## src/rtl/ibex_prefetch_ctrl.sv

```systemverilog
// Instruction-side fetch request scheduler: issues word-aligned requests, bounds in-flight requests,
// forwards responses to the fetch FIFO and drops responses made stale by a branch.
// Defining IBEX_PREFETCH_CTRL_DISCARD_CNT_EN adds a saturating dropped-response counter (discard_cnt_o).
module ibex_prefetch_ctrl #(
  parameter int unsigned NUM_REQS = 2
) (
  input  logic        clk_i,
  input  logic        rst_ni,
  input  logic        req_i,
  input  logic        branch_i,
  input  logic [31:0] addr_i,
  output logic        fifo_clear_o,
  output logic        fifo_valid_o,
  output logic [31:0] fifo_addr_o,
  output logic [31:0] fifo_rdata_o,
  output logic        fifo_err_o,
  input  logic        fifo_ready_i,
  output logic        instr_req_o,
  input  logic        instr_gnt_i,
  output logic [31:0] instr_addr_o,
  input  logic        instr_rvalid_i,
  input  logic [31:0] instr_rdata_i,
  input  logic        instr_err_i,
`ifdef IBEX_PREFETCH_CTRL_DISCARD_CNT_EN
  output logic [15:0] discard_cnt_o,
`endif
  output logic        busy_o
);

  localparam int unsigned     CntW     = $clog2(NUM_REQS + 1);
  localparam logic [CntW-1:0] MaxOutst = CntW'(NUM_REQS);

  typedef enum logic [1:0] {
    IDLE,
    WAIT_GNT,
    WAIT_GNT_DISCARD
  } state_e;

  state_e          state_q, state_d;
  logic [29:0]     fetch_addr_q, fetch_addr_d;
  logic [29:0]     held_addr_q, held_addr_d;
  logic [29:0]     issue_addr;
  logic [CntW-1:0] outst_q, outst_d;
  logic [CntW-1:0] discard_q, discard_d;
  logic            idle;
  logic            gnt;
  logic            stale_gnt;

  // From IDLE the request is combinational; once presented it is held until granted.
  always_comb begin
    idle        = (state_q == IDLE);
    instr_req_o = 1'b0;
    issue_addr  = held_addr_q;
    if (idle) begin
      instr_req_o = req_i & (branch_i | fifo_ready_i) & (outst_q < MaxOutst);
      issue_addr  = branch_i ? addr_i[31:2] : fetch_addr_q;
    end else begin
      instr_req_o = 1'b1;
    end
  end

  assign instr_addr_o = {issue_addr, 2'b00};
  assign gnt          = instr_req_o & instr_gnt_i;
  assign stale_gnt    = gnt & ((state_q == WAIT_GNT_DISCARD) |
                               ((state_q == WAIT_GNT) & branch_i));

  always_comb begin
    state_d     = state_q;
    held_addr_d = held_addr_q;
    unique case (state_q)
      IDLE: begin
        if (instr_req_o && !instr_gnt_i) begin
          state_d     = WAIT_GNT;
          held_addr_d = issue_addr;
        end
      end
      WAIT_GNT: begin
        if (gnt) begin
          state_d = IDLE;
        end else if (branch_i) begin
          state_d = WAIT_GNT_DISCARD;
        end
      end
      WAIT_GNT_DISCARD: begin
        if (gnt) begin
          state_d = IDLE;
        end
      end
      default: state_d = IDLE;
    endcase
  end

  // A target issued and granted straight from IDLE has already been consumed.
  always_comb begin
    fetch_addr_d = fetch_addr_q;
    if (branch_i) begin
      fetch_addr_d = (idle && gnt) ? addr_i[31:2] + 30'd1 : addr_i[31:2];
    end else if (gnt && !stale_gnt) begin
      fetch_addr_d = issue_addr + 30'd1;
    end
  end

  // On a branch every response still owed becomes stale, except one arriving this cycle.
  always_comb begin
    outst_d = outst_q + CntW'(gnt) - CntW'(instr_rvalid_i);
    if (branch_i) begin
      discard_d = outst_q - CntW'(instr_rvalid_i) + CntW'(stale_gnt);
    end else begin
      discard_d = discard_q - CntW'(instr_rvalid_i && (discard_q != '0)) + CntW'(stale_gnt);
    end
  end

  always_ff @(posedge clk_i or negedge rst_ni) begin
    if (!rst_ni) begin
      state_q      <= IDLE;
      fetch_addr_q <= '0;
      held_addr_q  <= '0;
      outst_q      <= '0;
      discard_q    <= '0;
    end else begin
      state_q      <= state_d;
      fetch_addr_q <= fetch_addr_d;
      held_addr_q  <= held_addr_d;
      outst_q      <= outst_d;
      discard_q    <= discard_d;
    end
  end

  assign fifo_clear_o = branch_i;
  assign fifo_addr_o  = addr_i;
  assign fifo_valid_o = instr_rvalid_i & (discard_q == '0) & ~branch_i;
  assign fifo_rdata_o = instr_rdata_i;
  assign fifo_err_o   = instr_err_i;
  assign busy_o       = instr_req_o | (outst_q != '0);

`ifdef IBEX_PREFETCH_CTRL_DISCARD_CNT_EN
  logic [15:0] discard_cnt_q;
  logic        drop;

  assign drop = instr_rvalid_i & (branch_i | (discard_q != '0));

  always_ff @(posedge clk_i or negedge rst_ni) begin
    if (!rst_ni) begin
      discard_cnt_q <= '0;
    end else if (drop && (discard_cnt_q != 16'hFFFF)) begin
      discard_cnt_q <= discard_cnt_q + 16'd1;
    end
  end

  assign discard_cnt_o = discard_cnt_q;
`endif

  rvalid_needs_outstanding: assert property (@(posedge clk_i) disable iff (!rst_ni)
    instr_rvalid_i |-> (outst_q != '0));
  outst_bounded: assert property (@(posedge clk_i) disable iff (!rst_ni)
    outst_q <= MaxOutst);
  discard_bounded: assert property (@(posedge clk_i) disable iff (!rst_ni)
    discard_q <= outst_q);

endmodule

```

## config.mk

```make
export PLATFORM = sky130hd
export DESIGN_NAME = ibex_prefetch_ctrl
export DESIGN_NICKNAME = d
export VERILOG_FILES = /design/src/rtl/ibex_prefetch_ctrl.sv
export SDC_FILE = /design/constraint.sdc
export NUM_CORES = 1
export LEC_CHECK = 0
export CAP_MARGIN = 0
export CORE_MARGIN = 3
export CORE_UTILIZATION = 44
export CTS_CLUSTER_SIZE = 40
export DETAILED_ROUTE_END_ITERATION = 12
export PLACE_DENSITY = 0.79
export SLEW_MARGIN = 10
export SYNTH_ARGS = -nofsm -noshare
export SYNTH_HDL_FRONTEND = slang
export SYNTH_SLANG_ARGS = --single-unit
export TNS_END_PERCENT = 20
```

## constraint.sdc

```tcl
create_clock -name clk_i -period 2.5 [get_ports clk_i]
set_input_delay 0.25 -clock clk_i [delete_from_list [all_inputs] [get_ports clk_i]]
set_output_delay 0.25 -clock clk_i [all_outputs]
set_load 0.005 [all_outputs]
```

; ---- After elaboration in Yosys (flattened, before gate mapping)
; Cells that the tools add are included.
[classes]
n_addsub = 8
magnitude_cmp = 1
eq_ne = 5
n_mux = 12
bitwise_logic = 11
n_reduce_logical = 13
[op_table]
columns = operator, n
row1 = two-way mux 30 bit, 5
row2 = "adder 30 x 1 -> 30 bit, second input constant", 2
row3 = two-way mux 2 bit, 5
row4 = bitwise AND 1 bit, 7
row5 = adder 2 x 1 -> 2 bit, 3
row6 = case mux 2 bit (3 select lines), 1
row7 = nonzero test 2 bit, 3
row8 = subtractor 2 x 1 -> 2 bit, 3
row9 = logical AND 1 bit, 4
row10 = logical NOT 2 bit, 2
row11 = "inequality test 3 bit, second input constant", 1
row12 = bitwise OR 1 bit, 3
row13 = AND reduction 3 bit, 1
row14 = "== test 2 x 1 -> 1 bit, second input constant", 1
row15 = "== test 2 bit, second input constant", 1
row16 = logical NOT 1 bit, 2
row17 = "< comparator 2 bit, second input constant", 1
row18 = "inequality test 2 x 1 -> 1 bit, second input constant", 1
row19 = "inequality test 2 bit, second input constant", 1
row20 = AND reduction 2 bit, 1
row21 = two-way mux 1 bit, 1
row22 = inverter 1 bit, 1
[totals]
reg_bits = 66
in_bits = 72
out_inout_bits = 101
wordCells = 55

; ---- Logic depth before layout (Yosys ltp)
; Gate-level depths: netlist of run 1.
[logic_depth]
ltp_word = 10
ltp_mapped = 15
depth_no_buf = 11

; ---- Least setup slack after synthesis of run 1
; Ideal clock, no wire load.
[synth_timing]
kind = register to register
startpoint = register state_q[0]
endpoint = register fetch_addr_q[29]
setup_ns = 0.131
t_arrival_ns = 2.414
setup_slack_ns = -0.044
path_stages_with_launch = 11
path_buffers = 3
synth_period_minus_slack_ns = 2.544
cell_sequence = dfrtp_1 > or2_1 > buf_6 > buf_12 > buf_12 > o21ai_2 > and4_1 > nand4_1 > or4_1 > a311oi_1 > a211oi_1
[synth_between]
word_cells_on_any_way = 17
[synth_rtl]
columns = element, line
row1 = start: declaration, 39  ; state_e state_q, state_d;
row2 = start signal: assignment, 121  ; state_q <= state_d;
row3 = logical NOT 2 bit, 51  ; idle = (state_q == IDLE);
row4 = two-way mux 30 bit, 54  ; if (idle) begin
row5 = via instr_addr_o[2], 20  ; output logic [31:0] instr_addr_o,
row6 = adder 30 x 1 -> 30 bit, 99  ; fetch_addr_d = issue_addr + 30'd1;
row7 = two-way mux 30 bit, 98  ; end else if (gnt && !stale_gnt) begin
row8 = two-way mux 30 bit, 96  ; if (branch_i) begin
row9 = end signal: assignment, 122  ; fetch_addr_q <= fetch_addr_d;
row10 = end: declaration, 40  ; logic [29:0] fetch_addr_q, fetch_addr_d;
; The timed path passes the listed nets, and every way through them passes these cells. The select of a mux whose other input is x is not followed.
; A chain may end at the register's enable or synchronous reset.

; ---- Worst setup path after layout of run 1
[layout_timing]
startpoint = register state_q[0]
endpoint = register fetch_addr_q[29]
[layout_between]
elab_chain_cells = 7
word_cells_on_any_way = 17
[layout_rtl]
columns = element
row1 = "parallel branches: the longest is 7 deep, another holds adder 30 x 1 -> 30 bit"
; Parallel ways; which one is timed is not known. The select of a mux whose other input is x is not followed.

==> results.toml, run 1 <==
[timing]
worst_slew_pin_slew_ps = 532
rsz0062_at_grt = "yes"
relSlewSlack_pct = 64.5
hold_viol_final = 0
slew_viol_final = 0
period_minus_slack_ps = 2540
skew_ps = 4.75
finalCritPeriodShare_pct = 102
timing.fmax_mhz = 393
fin_ws_ps = -42.2
setup_viol = 1

[synth]
ys_types = 58
synth.area.top_cells = "dfrtp_1 29%, buf_4 9.4%, mux2i_1 6.6%"
synth-edff-count = 0
synth_area_sq_um = 5650
seq_area_frac_synth_pct = 29.3
yosysMostFrequentCell = "buf_4"
synthDominantCellAreaShare_pct = 29.3
yosys_warnings = 0
synth_common_cells = "71 x buf_4, 66 x dfrtp_1, 48 x nor2_1"
avgSynthCellArea_sq_um = 8.73
ys_ff_latch = 66
synth_area_leader_cell = "dfrtp_1"
ys.flop_type = "dfrtp_1"
synth_cells = 647
async_reset_ff_share_pct = 100

[routing]
drtAntennaViolNets = 0
vias = 5275
via_per_inst = 5.65
drc = 0
drt-initial-drc-count = 487
wire_per_inst_um = 18.1
first_pass_iters = 7
wl_um = 16800

[critical_path]
cp_max_fo = 15
cp-start-kind = "register"
crit_chain = "or2_4, buf_12, o21a_1, inv_2, and4_4, nand4_1, or4_1, a311oi_2, a211oi_1"
cpPeakStageDelay_ps = 560
crit_slowest_cell = "or4_1"
endpoint_kind = "register"
cp.arrival_ps = 2750
cp.required_ps = 2710
worstSetupPathType = "reg -> reg"

[clocking]
clk_latency_ps = 340
cts_root_buf = "clkbuf_16"
cts_buffers = 9
clock-sinks = 66
clkSlewWorstSetupHoldPaths_ps = 60
cts_tree = "built"
cts_htree_levels = 3
clock_path_buffers = 2

[finish]
area_growth_pct = 31.8
final_cell_count_no_fill = 933
final_core_util_pct = 60.7
diodes = 0
nNetsFinal = 840
drive_gt1_share_pct = 27.2

[floorplan]
die_area_sq_um = 14200
initial_core_util_pct = 46.0
core_sq_um = 12300
dieHeight_um = 119
num_io_pins = 173
die_w_um = 119
rows = 40

[place]
gp_congestion = 0.892
placed_cells = 913
dp_hpwl_um = 12400
portBuffers = 100

[status]
violations = "setup timing"
outcome = "finished, violations left"

[worst_hold_path]
hp-class = "in -> reg"

[pwr]
p_sw_mw = 1.91
seqPwrFrac_pct = 29.5
power_frac_clock_pct = 23.7
p_int_mw = 3.61
p_comb_share_pct = 46.8
p_leak_nw = 3.17
power_density_nw_per_um2 = 742
vdd_drop_max_uv = 496
swShare_pct = 34.6

[global_routing]
grt_pass1_wl_um = 27000
met2_usage_pct = 37.6
antenna_found_initial = 0
grtUsageMet3_pct = 4.56
grt-ovfl-total = 0
globalRouteTotalUtil_pct = 23.5
first_global_vias = 5406
busiest_layer = "met2"
grt.met1_usage_pct = 30.0
grt_max_degree = 32

[flow_run]
maxCapViolCount = 0
[routing by layer]
layer / vias to the layer above / part of all wire (%)
li1: 2433 / -
met1: 2546 / 42
met2: 238 / 48
met3: 58 / 6.7
met4: 0 / 3.6
met5: - / 0
[state kept, by name, summed over array words and instances, names as in the netlist]
signal,count
discard_q,2
outst_q,2
fetch_addr_q,30
state_q,2
held_addr_q,30
[cell families after synthesis]
kind of cell,after synthesis,synth area share [%]
buf+inv,127,14.8
mux,69,12.9
compound gates,109,12.2
flops,66,29.3
other cells,1,0.0664
simple gates,210,20.1
xor+xnor,57,8.84
fa+ha+maj,8,1.77
[worst max-delay path: cells and delay by family, from the launching register on]
kind / cells / cell delay [ps]
AOI/OAI and AO/OA: 3 / 620
buffers and inverters: 2 / 230
DFF: 1 / 370
and+or+nand+nor: 4 / 1190
[layout by cell type, fill, tap and decap left out, types with 3 or more instances in the layout]
master and count:
a211oi_1 9, a21oi_1 13, and2_1 10, and3_1 7, and4_1 5, and4_4 3, buf_12 5, buf_4 105
clkbuf_16 9, clkdlybuf4s50_1 93, clkinv_2 3, dfrtp_1 66, dlygate4sd2_1 3, ha_1 8, inv_1 17, mux2_2 31
mux2i_1 37, nand2_1 43, nand2b_1 3, nand3_1 16, nand4_1 15, nor2_1 46, nor2b_1 4, nor3_1 16
nor3_2 3, nor3b_1 9, nor4_1 6, nor4_2 3, o21a_1 5, o21ai_0 38, o21ai_1 6, o21ai_2 12
o21ai_4 7, o221ai_1 5, xnor2_1 30, xor2_1 27
[final timing paths]
kind                           startpoint               end  slack [ps]  cells after the start
min in group asynchronous          rst_ni   fetch_addr_q[3]         440                      2
max reg2reg                    state_q[0]  fetch_addr_q[29]         -40                      9
max in group asynchronous          rst_ni  fetch_addr_q[25]        1300                      3
max                            state_q[0]  fetch_addr_q[29]         -40                      9
min                              branch_i   fetch_addr_q[3]         220                      2
min reg2reg                held_addr_q[1]    held_addr_q[1]         500                      1
[power groups by stage]
stage          registers [mW]  logic (mW)  clock network (mW)
6_report                 1.63        2.59                1.31
5_1_grt                  1.67        2.79                1.38
4_1_cts                  1.63        2.55                1.32
3_5_place_dp             1.63        2.51                   0
3_3_place_gp             1.60        2.43                   0
2_1_floorplan            1.57        1.49                   0
[stage by stage]
step                      hold WS, ps  total power, mW  setup slack (ps)  instance area, sq um  TNS, ps
after global placement            242             4.03             -17.8                  7000    -17.8
final                             223             5.53             -42.2                  7440    -42.2
after detailed placement          253             4.15              -114                  7000     -303
after CTS                         216             5.49              4.92                  7370        0
after floorplan                 -45.6             3.06            -0.495                  5700   -0.495
after global routing              228             5.84             -93.5                  7440     -378
[layout make-up]
| type | count | area [sq um] |
|---|---|---|
| Timing Repair Buffer | 210 | 1890 |
| Tap cell | 168 | 210 |
| Fill cell | 998 | 4820 |
| Multi-Input combinational cell | 455 | 3320 |
| Clock buffer | 11 | 253 |
| Clock inverter | 5 | 52.6 |
| Sequential cell | 66 | 1650 |
| Inverter | 18 | 67.6 |
[what timing repair did]
item | 4_1_cts | 5_1_grt
pin swaps | 2 | 2
gates resized for setup | 15 | 16
setup buffers | 3 | 0
endpoints found under the hold margin | 20 | 0
hold buffers | 1 | 0
endpoints found under the setup margin | 12 | 19
(Power assumes the default switching activity.)
==> run 2: changes to the inputs <==
--- a/config.mk
+++ b/config.mk
@@ -8,11 +8,11 @@
 export CAP_MARGIN = 0
 export CORE_MARGIN = 3
 export CORE_UTILIZATION = 44
-export CTS_CLUSTER_SIZE = 40
+export CTS_CLUSTER_SIZE = 12
 export DETAILED_ROUTE_END_ITERATION = 12
 export PLACE_DENSITY = 0.79
 export SLEW_MARGIN = 10
 export SYNTH_ARGS = -nofsm -noshare
 export SYNTH_HDL_FRONTEND = slang
 export SYNTH_SLANG_ARGS = --single-unit
-export TNS_END_PERCENT = 20
+export TNS_END_PERCENT = 1
==> results of run 2 <==
No change in the layout: final DEF, timing and power equal those of run 1.
==> run 3: changes to the inputs <==
--- a/config.mk
+++ b/config.mk
@@ -10,7 +10,9 @@
 export CORE_UTILIZATION = 44
 export CTS_CLUSTER_SIZE = 12
 export DETAILED_ROUTE_END_ITERATION = 12
+export GPL_TIMING_DRIVEN = 0
 export PLACE_DENSITY = 0.79
+export SETUP_SLACK_MARGIN = 0.1
 export SLEW_MARGIN = 10
 export SYNTH_ARGS = -nofsm -noshare
 export SYNTH_HDL_FRONTEND = slang
==> results.toml, run 3 (synthesized netlist as in run 1, its figures left out) <==
[status]
outcome = "finished, violations left"
violations = "setup timing"

[floorplan]
rows = 40
core_sq_um = 12300
num_io_pins = 173
die_w_um = 119
initial_core_util_pct = 46.0
dieHeight_um = 119
die_area_sq_um = 14200

[place]
gp_congestion = 0.954
portBuffers = 132
dp_hpwl_um = 13500
place_area_sq_um = 7250

[clocking]
clock-sinks = 66
cts_tree = "built"
clock_path_buffers = 2
clkSlewWorstSetupHoldPaths_ps = 50
cts_htree_levels = 3
cts_buffers = 9
cts_root_buf = "clkbuf_16"
clk_latency_ps = 340

[worst_hold_path]
hp-class = "in -> reg"
hold_start = "instr_gnt_i"

[timing]
timing.fmax_mhz = 361
fin_ws_ps = -269
worst_slew_pin_slew_ps = 716
period_minus_slack_ps = 2770
finalCritPeriodShare_pct = 111
skew_ps = 7.72
slew_viol_final = 0
setup-tns-final_ps = -5040
hold_viol_final = 0
relSlewSlack_pct = 52.3
setup_viol = 49
rsz0062_at_grt = "yes"

[critical_path]
cpPeakStageDelay_ps = 590
rr_startpoint = "state_q[0]"
crit_chain = "or2_1, buf_6, o21ai_1, nand4_1, nor4_1, xnor2_1, mux2i_1, o21ai_0"
cp_max_fo = 6
cp.required_ps = 2750
cp.arrival_ps = 3010
endpoint_kind = "register"
setup.worst_path.start = "state_q[0]"
crit_slowest_cell = "nand4_1"
worstSetupPathType = "reg -> reg"
cp-start-kind = "register"

[pwr]
swShare_pct = 36.4
seqPwrFrac_pct = 28.9
power_density_nw_per_um2 = 700
p_comb_share_pct = 49.2
p_leak_nw = 3.55
power_frac_clock_pct = 21.9
vdd_drop_max_uv = 400
finalPower_mw = 5.73
p_int_mw = 3.64
p_sw_mw = 2.08

[routing]
via_per_inst = 5.86
wire_per_inst_um = 20.2
vias = 5786
drt-initial-drc-count = 499
drtAntennaViolNets = 0
wl_um = 20000
drc = 0
first_pass_iters = 6

[finish]
nFillCells = 902
design_area_sq_um = 8180
area_growth_pct = 45.0
nNetsFinal = 896
reg_top3 = "fetch_addr_q x30, held_addr_q x30"
register_area_sq_um = 1650
diodes = 0
final_common_cell = "clkdlybuf4s50_1"
multiInputGateArea_sq_um = 3540
drive_gt1_share_pct = 28.7
layout_common_cells = "112 x clkdlybuf4s50_1, 88 x buf_4, 66 x dfrtp_1"

[global_routing]
grt_max_degree = 48
globalRouteTotalUtil_pct = 27.2
grt_pass1_wl_um = 31200
antenna_found_initial = 0
grt-ovfl-total = 0
first_global_vias = 5944

[flow_run]
maxCapViolCount = 0
run 3: path summary, 6_finish.rpt:
kind / endpoint / slack (ps) / cells after the start
min reg2reg: held_addr_q[20] / 510 / 1
max: fetch_addr_q[12] / -270 / 8
min in group asynchronous: held_addr_q[2] / 360 / 2
max in group asynchronous: fetch_addr_q[27] / 1590 / 3
max reg2reg: fetch_addr_q[12] / -270 / 8
min: state_q[1] / 320 / 2
run 3: routing by layer:
| layer | up-vias | track usage, % | share of wire (%) |
|---|---|---|---|
| li1 | 2543 | - | - |
| met1 | 2719 | 32.9 | 37 |
| met2 | 434 | 44.9 | 48 |
| met3 | 90 | 6.84 | 11 |
| met4 | 0 | 13.5 | 4.7 |
| met5 | - | 0 | 0 |
run 3: power groups by stage:
stage | clock [mW] | sequential [mW] | combinational, mW
after detailed placement | 0 | 1.64 | 2.38
after floorplan | 0 | 1.57 | 1.49
after CTS | 1.25 | 1.63 | 2.69
final | 1.26 | 1.65 | 2.82
after global routing | 1.29 | 1.68 | 3.00
after global placement | 0 | 1.61 | 2.30
run 3: cell type report:
class | count | area share [%]
timing repair buffer | 157 | 19.6
clock buffer | 14 | 3.47
tap | 168 | 2.57
inverter | 18 | 0.826
buffer | 109 | 10.1
multi-input combinational | 455 | 43.2
sequential | 66 | 20.2
clock inverter | 1 | 0.0917
run 3: worst max-delay path, delay by kind of cell (launching register included):
kind,cells,cell delay [ps]
AO/OA/AOI/OAI,2,480
buffers and inverters,1,140
AND/OR/NAND/NOR,3,1380
XOR/XNOR,1,180
multiplexers,1,100
flip-flops,1,400
run 3: repair_timing:
item,4_1_cts,5_1_grt
endpoints found under the setup margin,84,79
endpoints found under the hold margin,19,0
pin swaps,23,8
setup buffers,20,2
hold buffers,1,0
resized for setup,83,44
cloned,1,0
run 3: metrics by stage:
step / instances / setup slack, ps / utilization (%) / hold WS, ps
2_1_floorplan: 648 / -0.495 / - / -45.6
3_3_place_gp: 948 / -1110 / 58.9 / 483
3_5_place_dp: 949 / -652 / 59.1 / 162
4_1_cts: 986 / -164 / 65.6 / 314
5_1_grt: 988 / -359 / 66.7 / 372
6_report: 988 / -269 / 66.7 / 322
